===== src/rtl/sqrt_vec_pipe.sv =====
// sqrt_vec_pipe
//   Multi-lane, fully pipelined IEEE-754 binary16 square root with
//   round-to-nearest-even and full subnormal support. The pipeline has three
//   parts. An input register decodes special cases and normalizes the
//   operand. STAGES recurrence stages each resolve 12/STAGES root bits. An
//   output register rounds the root and packs the result. Every register
//   advances together. The whole pipe freezes only while the output holds a
//   result the consumer has not taken.
//
// Ports
//   CLK        rising-edge clock
//   nRST       asynchronous active-low reset
//   in_valid   operand transaction valid
//   in_ready   pipe can accept (low only while the output is stalled)
//   in_data    LANES fp16 operands, lane i at [16i+15:16i]
//   in_mask    per-lane enable; a disabled lane yields 0x0000, no flags
//   in_tag     opaque tag carried with the transaction
//   out_valid  result valid
//   out_ready  consumer accepts the result
//   out_data   LANES fp16 results
//   out_tag    tag of the transaction on out_data
//   out_nv     per-lane invalid-operation flag
//   out_nx     per-lane inexact flag
//
// STAGES must divide 12 (1, 2, 3, 4, 6 or 12).

module sqrt_vec_pipe #(
  parameter int LANES  = 4,
  parameter int STAGES = 4,
  parameter int TAG_W  = 8
) (
  input  logic                   CLK,
  input  logic                   nRST,
  input  logic                   in_valid,
  output logic                   in_ready,
  input  logic [16*LANES-1:0]    in_data,
  input  logic [LANES-1:0]       in_mask,
  input  logic [TAG_W-1:0]       in_tag,
  output logic                   out_valid,
  input  logic                   out_ready,
  output logic [16*LANES-1:0]    out_data,
  output logic [TAG_W-1:0]       out_tag,
  output logic [LANES-1:0]       out_nv,
  output logic [LANES-1:0]       out_nx
);

  localparam int BITS = 12 / STAGES;

  // Per-lane state carried down the pipe. For special lanes, only specData
  // and specNv matter. For normal lanes, rad holds the radicand bits still
  // to be consumed (top pair first). rem and root hold the partial
  // remainder and the partial root. expo holds the biased result exponent.
  typedef struct packed {
    logic        spec;
    logic [15:0] specData;
    logic        specNv;
    logic [4:0]  expo;
    logic [23:0] rad;
    logic [15:0] rem;
    logic [11:0] root;
  } lane_t;

  lane_t                stage_q [STAGES+1][LANES];
  lane_t                stage_d [STAGES+1][LANES];
  logic [TAG_W-1:0]     tag_q   [STAGES+1];
  logic [TAG_W-1:0]     tag_d   [STAGES+1];
  logic [STAGES:0]      vld_q, vld_d;

  logic                 outValid_q, outValid_d;
  logic [16*LANES-1:0]  outData_q, outData_d;
  logic [TAG_W-1:0]     outTag_q, outTag_d;
  logic [LANES-1:0]     outNv_q, outNv_d;
  logic [LANES-1:0]     outNx_q, outNx_d;

  logic                 advance;

  // Left shift that brings a subnormal's leading one up to the hidden-bit
  // position (bit 10).
  function automatic logic [3:0] normShift(input logic [9:0] f);
    logic [3:0] n;
    n = 4'd0;
    for (int i = 0; i < 10; i++) begin
      if (f[i]) n = 4'(10 - i);
    end
    return n;
  endfunction

  // Classify one operand and set up the radicand.
  // eb is the unbiased exponent offset by +24, which keeps it non-negative.
  // Its parity then equals the parity of the true exponent, and the result
  // exponent is eb/2 + 3.
  // The radicand is the significand scaled by 2^12, or by 2^13 when the
  // exponent is odd. This gives a 12-bit integer root: 11 result bits plus
  // a guard bit.
  function automatic lane_t decodeLane(input logic [15:0] x, input logic act);
    lane_t      r;
    logic [4:0] e;
    logic [9:0] f;
    logic [3:0] sh;
    logic [10:0] sig;
    logic [5:0] eb;
    r          = '0;
    r.spec     = 1'b1;
    e          = x[14:10];
    f          = x[9:0];
    sh         = normShift(f);
    sig        = '0;
    eb         = '0;
    if (!act) begin
      r.specData = 16'h0000;
    end else if (e == 5'h1f) begin
      r.specData = (f == 10'd0 && !x[15]) ? 16'h7C00 : 16'h7E00;
      r.specNv   = (f != 10'd0) ? !f[9] : x[15];
    end else if (e == 5'd0 && f == 10'd0) begin
      r.specData = x;
    end else if (x[15]) begin
      r.specData = 16'h7E00;
      r.specNv   = 1'b1;
    end else begin
      r.spec = 1'b0;
      if (e != 5'd0) begin
        sig = {1'b1, f};
        eb  = {1'b0, e} + 6'd9;
      end else begin
        sig = 11'({1'b0, f} << sh);
        eb  = 6'd10 - {2'b00, sh};
      end
      r.expo = eb[5:1] + 5'd3;
      r.rad  = eb[0] ? {sig, 13'd0} : {1'b0, sig, 12'd0};
    end
    return r;
  endfunction

  // One restoring square-root step. It pulls in the next two radicand bits
  // and tries to append a 1 to the root.
  function automatic lane_t sqrtStep(input lane_t s);
    lane_t       r;
    logic [15:0] cur;
    logic [15:0] trial;
    r     = s;
    cur   = {s.rem[13:0], s.rad[23:22]};
    trial = {2'b00, s.root, 2'b01};
    r.rad = {s.rad[21:0], 2'b00};
    if (cur >= trial) begin
      r.rem  = cur - trial;
      r.root = {s.root[10:0], 1'b1};
    end else begin
      r.rem  = cur;
      r.root = {s.root[10:0], 1'b0};
    end
    return r;
  endfunction

  function automatic lane_t stageSteps(input lane_t s);
    lane_t r;
    r = s;
    for (int b = 0; b < BITS; b++) r = sqrtStep(r);
    return r;
  endfunction

  // Round to nearest even. root[0] is the guard bit; a nonzero remainder is
  // the sticky bit. The hidden bit is root[11], so a carry out of the
  // 10-bit fraction bumps the exponent.
  function automatic logic [17:0] roundLane(input lane_t s);
    logic        sticky;
    logic        inc;
    logic [10:0] sum;
    logic [4:0]  ex;
    sticky = (s.rem != 16'd0);
    inc    = s.root[0] && (sticky || s.root[1]);
    sum    = {1'b0, s.root[10:1]} + {10'd0, inc};
    ex     = s.expo + {4'd0, sum[10]};
    if (s.spec) return {s.specData, s.specNv, 1'b0};
    return {1'b0, ex, sum[9:0], 1'b0, s.root[0] || sticky};
  endfunction

  // The pipe moves only when the output register is empty or being drained.
  assign advance  = !(outValid_q && !out_ready);
  assign in_ready = advance;

  // Next state for the input register and for each recurrence stage.
  always_comb begin
    for (int l = 0; l < LANES; l++) begin
      stage_d[0][l] = decodeLane(in_data[16*l +: 16], in_mask[l]);
    end
    for (int k = 1; k <= STAGES; k++) begin
      for (int l = 0; l < LANES; l++) begin
        stage_d[k][l] = stageSteps(stage_q[k-1][l]);
      end
    end
    tag_d[0] = in_tag;
    for (int k = 1; k <= STAGES; k++) tag_d[k] = tag_q[k-1];
    vld_d = {vld_q[STAGES-1:0], in_valid};
  end

  // Output register next state: round the finished root, or pass the
  // special result through.
  always_comb begin
    outData_d  = '0;
    outNv_d    = '0;
    outNx_d    = '0;
    outValid_d = vld_q[STAGES];
    outTag_d   = tag_q[STAGES];
    for (int l = 0; l < LANES; l++) begin
      {outData_d[16*l +: 16], outNv_d[l], outNx_d[l]} = roundLane(stage_q[STAGES][l]);
    end
  end

  // All pipeline registers share one enable, so bubbles keep their slots.
  // Reset clears everything, which discards any transaction in flight.
  always_ff @(posedge CLK or negedge nRST) begin
    if (!nRST) begin
      stage_q    <= '{default: '0};
      tag_q      <= '{default: '0};
      vld_q      <= '0;
      outValid_q <= 1'b0;
      outData_q  <= '0;
      outTag_q   <= '0;
      outNv_q    <= '0;
      outNx_q    <= '0;
    end else if (advance) begin
      stage_q    <= stage_d;
      tag_q      <= tag_d;
      vld_q      <= vld_d;
      outValid_q <= outValid_d;
      outData_q  <= outData_d;
      outTag_q   <= outTag_d;
      outNv_q    <= outNv_d;
      outNx_q    <= outNx_d;
    end
  end

  assign out_valid = outValid_q;
  assign out_data  = outData_q;
  assign out_tag   = outTag_q;
  assign out_nv    = outNv_q;
  assign out_nx    = outNx_q;

endmodule


===== config.mk =====
export PLATFORM = sky130hd
export DESIGN_NAME = sqrt_vec_pipe
export DESIGN_NICKNAME = d
export VERILOG_FILES = /design/src/rtl/sqrt_vec_pipe.sv
export SDC_FILE = /design/constraint.sdc
export NUM_CORES = 2
export LEC_CHECK = 0
export BUFFER_PORTS_ARGS = -buffer_cell sky130_fd_sc_hd__buf_2
export CAP_MARGIN = 10
export CORE_MARGIN = 2
export CORE_UTILIZATION = 31
export DETAILED_ROUTE_END_ITERATION = 10
export PLACE_DENSITY = 0.44
export SLEW_MARGIN = 20
export SYNTH_ARGS = -nofsm -noshare
export SYNTH_HDL_FRONTEND = slang
export SYNTH_SLANG_ARGS = --single-unit

===== constraint.sdc =====
create_clock -name CLK -period 14.6 [get_ports CLK]
set_clock_uncertainty 0.2 [all_clocks]
set_input_delay 3.65 -clock CLK [delete_from_list [all_inputs] [get_ports CLK]]
set_output_delay 3.65 -clock CLK [all_outputs]
set_load 0.1 [all_outputs]

==> results.txt <==
Synth Register Bits = 990
cts bufs inserted = 121
area fraction of the dominant cell type after synthesis = 0.410
CTS clk-pin slew, worst paths = 0.06 ns
I/O Pins = 162
commonest non-fill, non-tap cell in the layout = nand2_1
Netlist Area Pre-Place = 60400 sq um
via count = 49.8k
RSZ-0062 raised after global routing = false
Least-Margin Pin Slew = 1.02 ns
fmax = 107 MHz
Clock Sinks = 990
Port Buffers = 161
CTS tree = yes
remaining global-route overflow = 0
min Tclk post-route = 9.37 ns
vias in the first global route = 48.1k
slowest CP cell = nand3b_1
Mapped Cells = 7317
most frequent cells in the layout = 1908 x nand2_1, 989 x dfrtp_1, 536 x nor2_1, 522 x a21oi_1, 479 x o21ai_0
post-DR vias/cell = 5.00
root buffer cell = clkbuf_16
largest net degree at the start of global routing = 213
final WL = 167 mm
Final #Nets = 7758
CP arrival = 9.88 ns
Post-route DRC = 0
routability cong. = 0.853
layout cell share with drive strength beyond 1 = 0.0729
CP startpoint kind = flip-flop
Initial Util = 0.313
sequential share of the synthesized area = 0.410
slew margin rel. = 0.321
DIE AREA = 198000 sq um
core footprint = 193000 sq um
worst hold path type = flip-flop to flip-flop
synth top area cells = dfrtp_1 41%, nand2_1 12%, ha_1 7.0%
Setup CP Type = flip-flop to flip-flop
Final Hold Fails = 0
die width = 445 microns
post-synth cell types = 103
setup tns final = 0 ns
post-CTS resize count = 0
critical path fanouts, max = 14
row count = 161
Worst-Skew Late Latency = 0.79 ns
postcts setup bufs = 0
Post-synth EDFFs = 0
Max Buffers Root-to-Sink = 3
asr flop ratio synth = 1.00
outcome = completed
Setup-failing EPs final = 0
H-tree Lvls = 3
Synth area leader = dfrtp_1
routed wire length per instance = 16.8 microns
WP buf/inv = 5
P&R area growth vs syn = 12.3%
CTS Hold Buffers Added = 0
DRT iter0 DRCs = 3187
CP endpoint kind = flip-flop
Max Slew Vio Count = 0
first-pass GRT wire length = 270 mm
Avg Inst Size Synth = 8.25 sq um
Tcrit/Tclk final = 0.642
initial antenna violation count = 16
Ys Warns = 0
DPL Wire Length = 120 mm
Initial DRT Pass Iterations = 5
CP peak stage delay = 0.63 ns
WP data required = 15.11 ns
die height = 445 microns
Max-Cap Viols = 0
Routed Antenna Nets = 0
Tot GR Track Use = 0.165
Worst path top cell family by delay = compound AO/OA/AOI/OAI gates
prevailing post-synth register cell = dfrtp_1
worst paths after layout:
check                                          from                       end  slack, ns  cells past startpoint
min in group asynchronous                      nRST  stage_q[772]$_DFFE_PN0N_       2.61                      1
max in group asynchronous                      nRST    stage_q[1]$_DFFE_PN0N_       8.76                      4
hold reg to reg            stage_d[966]$_DFFE_PN0N_  stage_d[666]$_DFFE_PN0N_       0.20                      2
hold / removal             stage_d[966]$_DFFE_PN0N_  stage_d[666]$_DFFE_PN0N_       0.20                      2
setup reg to reg           stage_q[527]$_DFFE_PN0N_  stage_q[249]$_DFFE_PN0N_       5.23                     34
setup / recovery           stage_q[527]$_DFFE_PN0N_  stage_q[249]$_DFFE_PN0N_       5.23                     34
cells in the mapped netlist, types with 117 or more instances:
library cell / instances
nand2_1: 1908
dfrtp_1: 990
nor2_1: 536
a21oi_1: 522
o21ai_0: 479
ha_1: 340
clkbuf_1: 285
inv_1: 285
xnor2_1: 205
nor3_1: 124
nand3_1: 117
stage by stage:
step,util,instances,hold slack [ns],instance area (sq um),setup slack (ns)
5_1_grt,0.351,9952,0.219,67800,4.26
4_1_cts,0.351,9952,0.189,67800,5.25
3_3_place_gp,0.330,9733,0.248,63600,5.46
6_report,0.351,9958,0.198,67800,5.23
2_1_floorplan,-,7320,0.230,60400,5.38
3_5_place_dp,0.330,9733,0.248,63600,5.28
layer usage:
metal / part of all wire / up-vias / wire length (microns) / track usage
li1: - / 25300 / - / -
met1: 0.49 / 23600 / 82200 / 0.235
met2: 0.45 / 655 / 75300 / 0.265
met3: 0.034 / 213 / 5760 / 0.0240
met4: 0.021 / 14 / 3450 / 0.0381
met5: 0.00055 / - / 92 / 0
worst min-delay path, stage by stage (launching register included):
cell and delay (ns):
dfrtp_1 0.33, nand2_1 0.05, nand2_1 0.05
cells by family (layout without fill, tap and decap cells):
family	Yosys count	in the layout	synth area share
other	1	10	0.0000621
multiplexers	163	163	0.0288
adder cells (fa/ha/maj)	348	348	0.0731
buffers and inverters	624	730	0.0395
flip-flops	990	990	0.410
AND/OR/NAND/NOR	3179	3179	0.228
XOR/XNOR	319	319	0.0463
AO/OA/AOI/OAI	1693	1693	0.174
cell type report:
class | count | area (sq um)
Fill cell | 20200 | 125000
Sequential cell | 990 | 24800
Clock buffer | 177 | 3520
Timing Repair Buffer | 210 | 1280
Antenna cell | 6 | 15.0
Inverter | 301 | 1140
Multi-Input combinational cell | 5706 | 33300
Tap cell | 2526 | 3160
Clock inverter | 42 | 653
state kept, by name, summed over array words and instances (netlist names):
name,flops
out_tag,8
out_data,64
out_valid,1
stage_d,392
outTag_d,8
vld_q,5
out_nv,4
out_nx,4
tag_d,32
stage_q,472
Power is left out: the tool's default activity adds up to more than one toggle a clock period on the data nets, which glitch-free logic cannot reach.
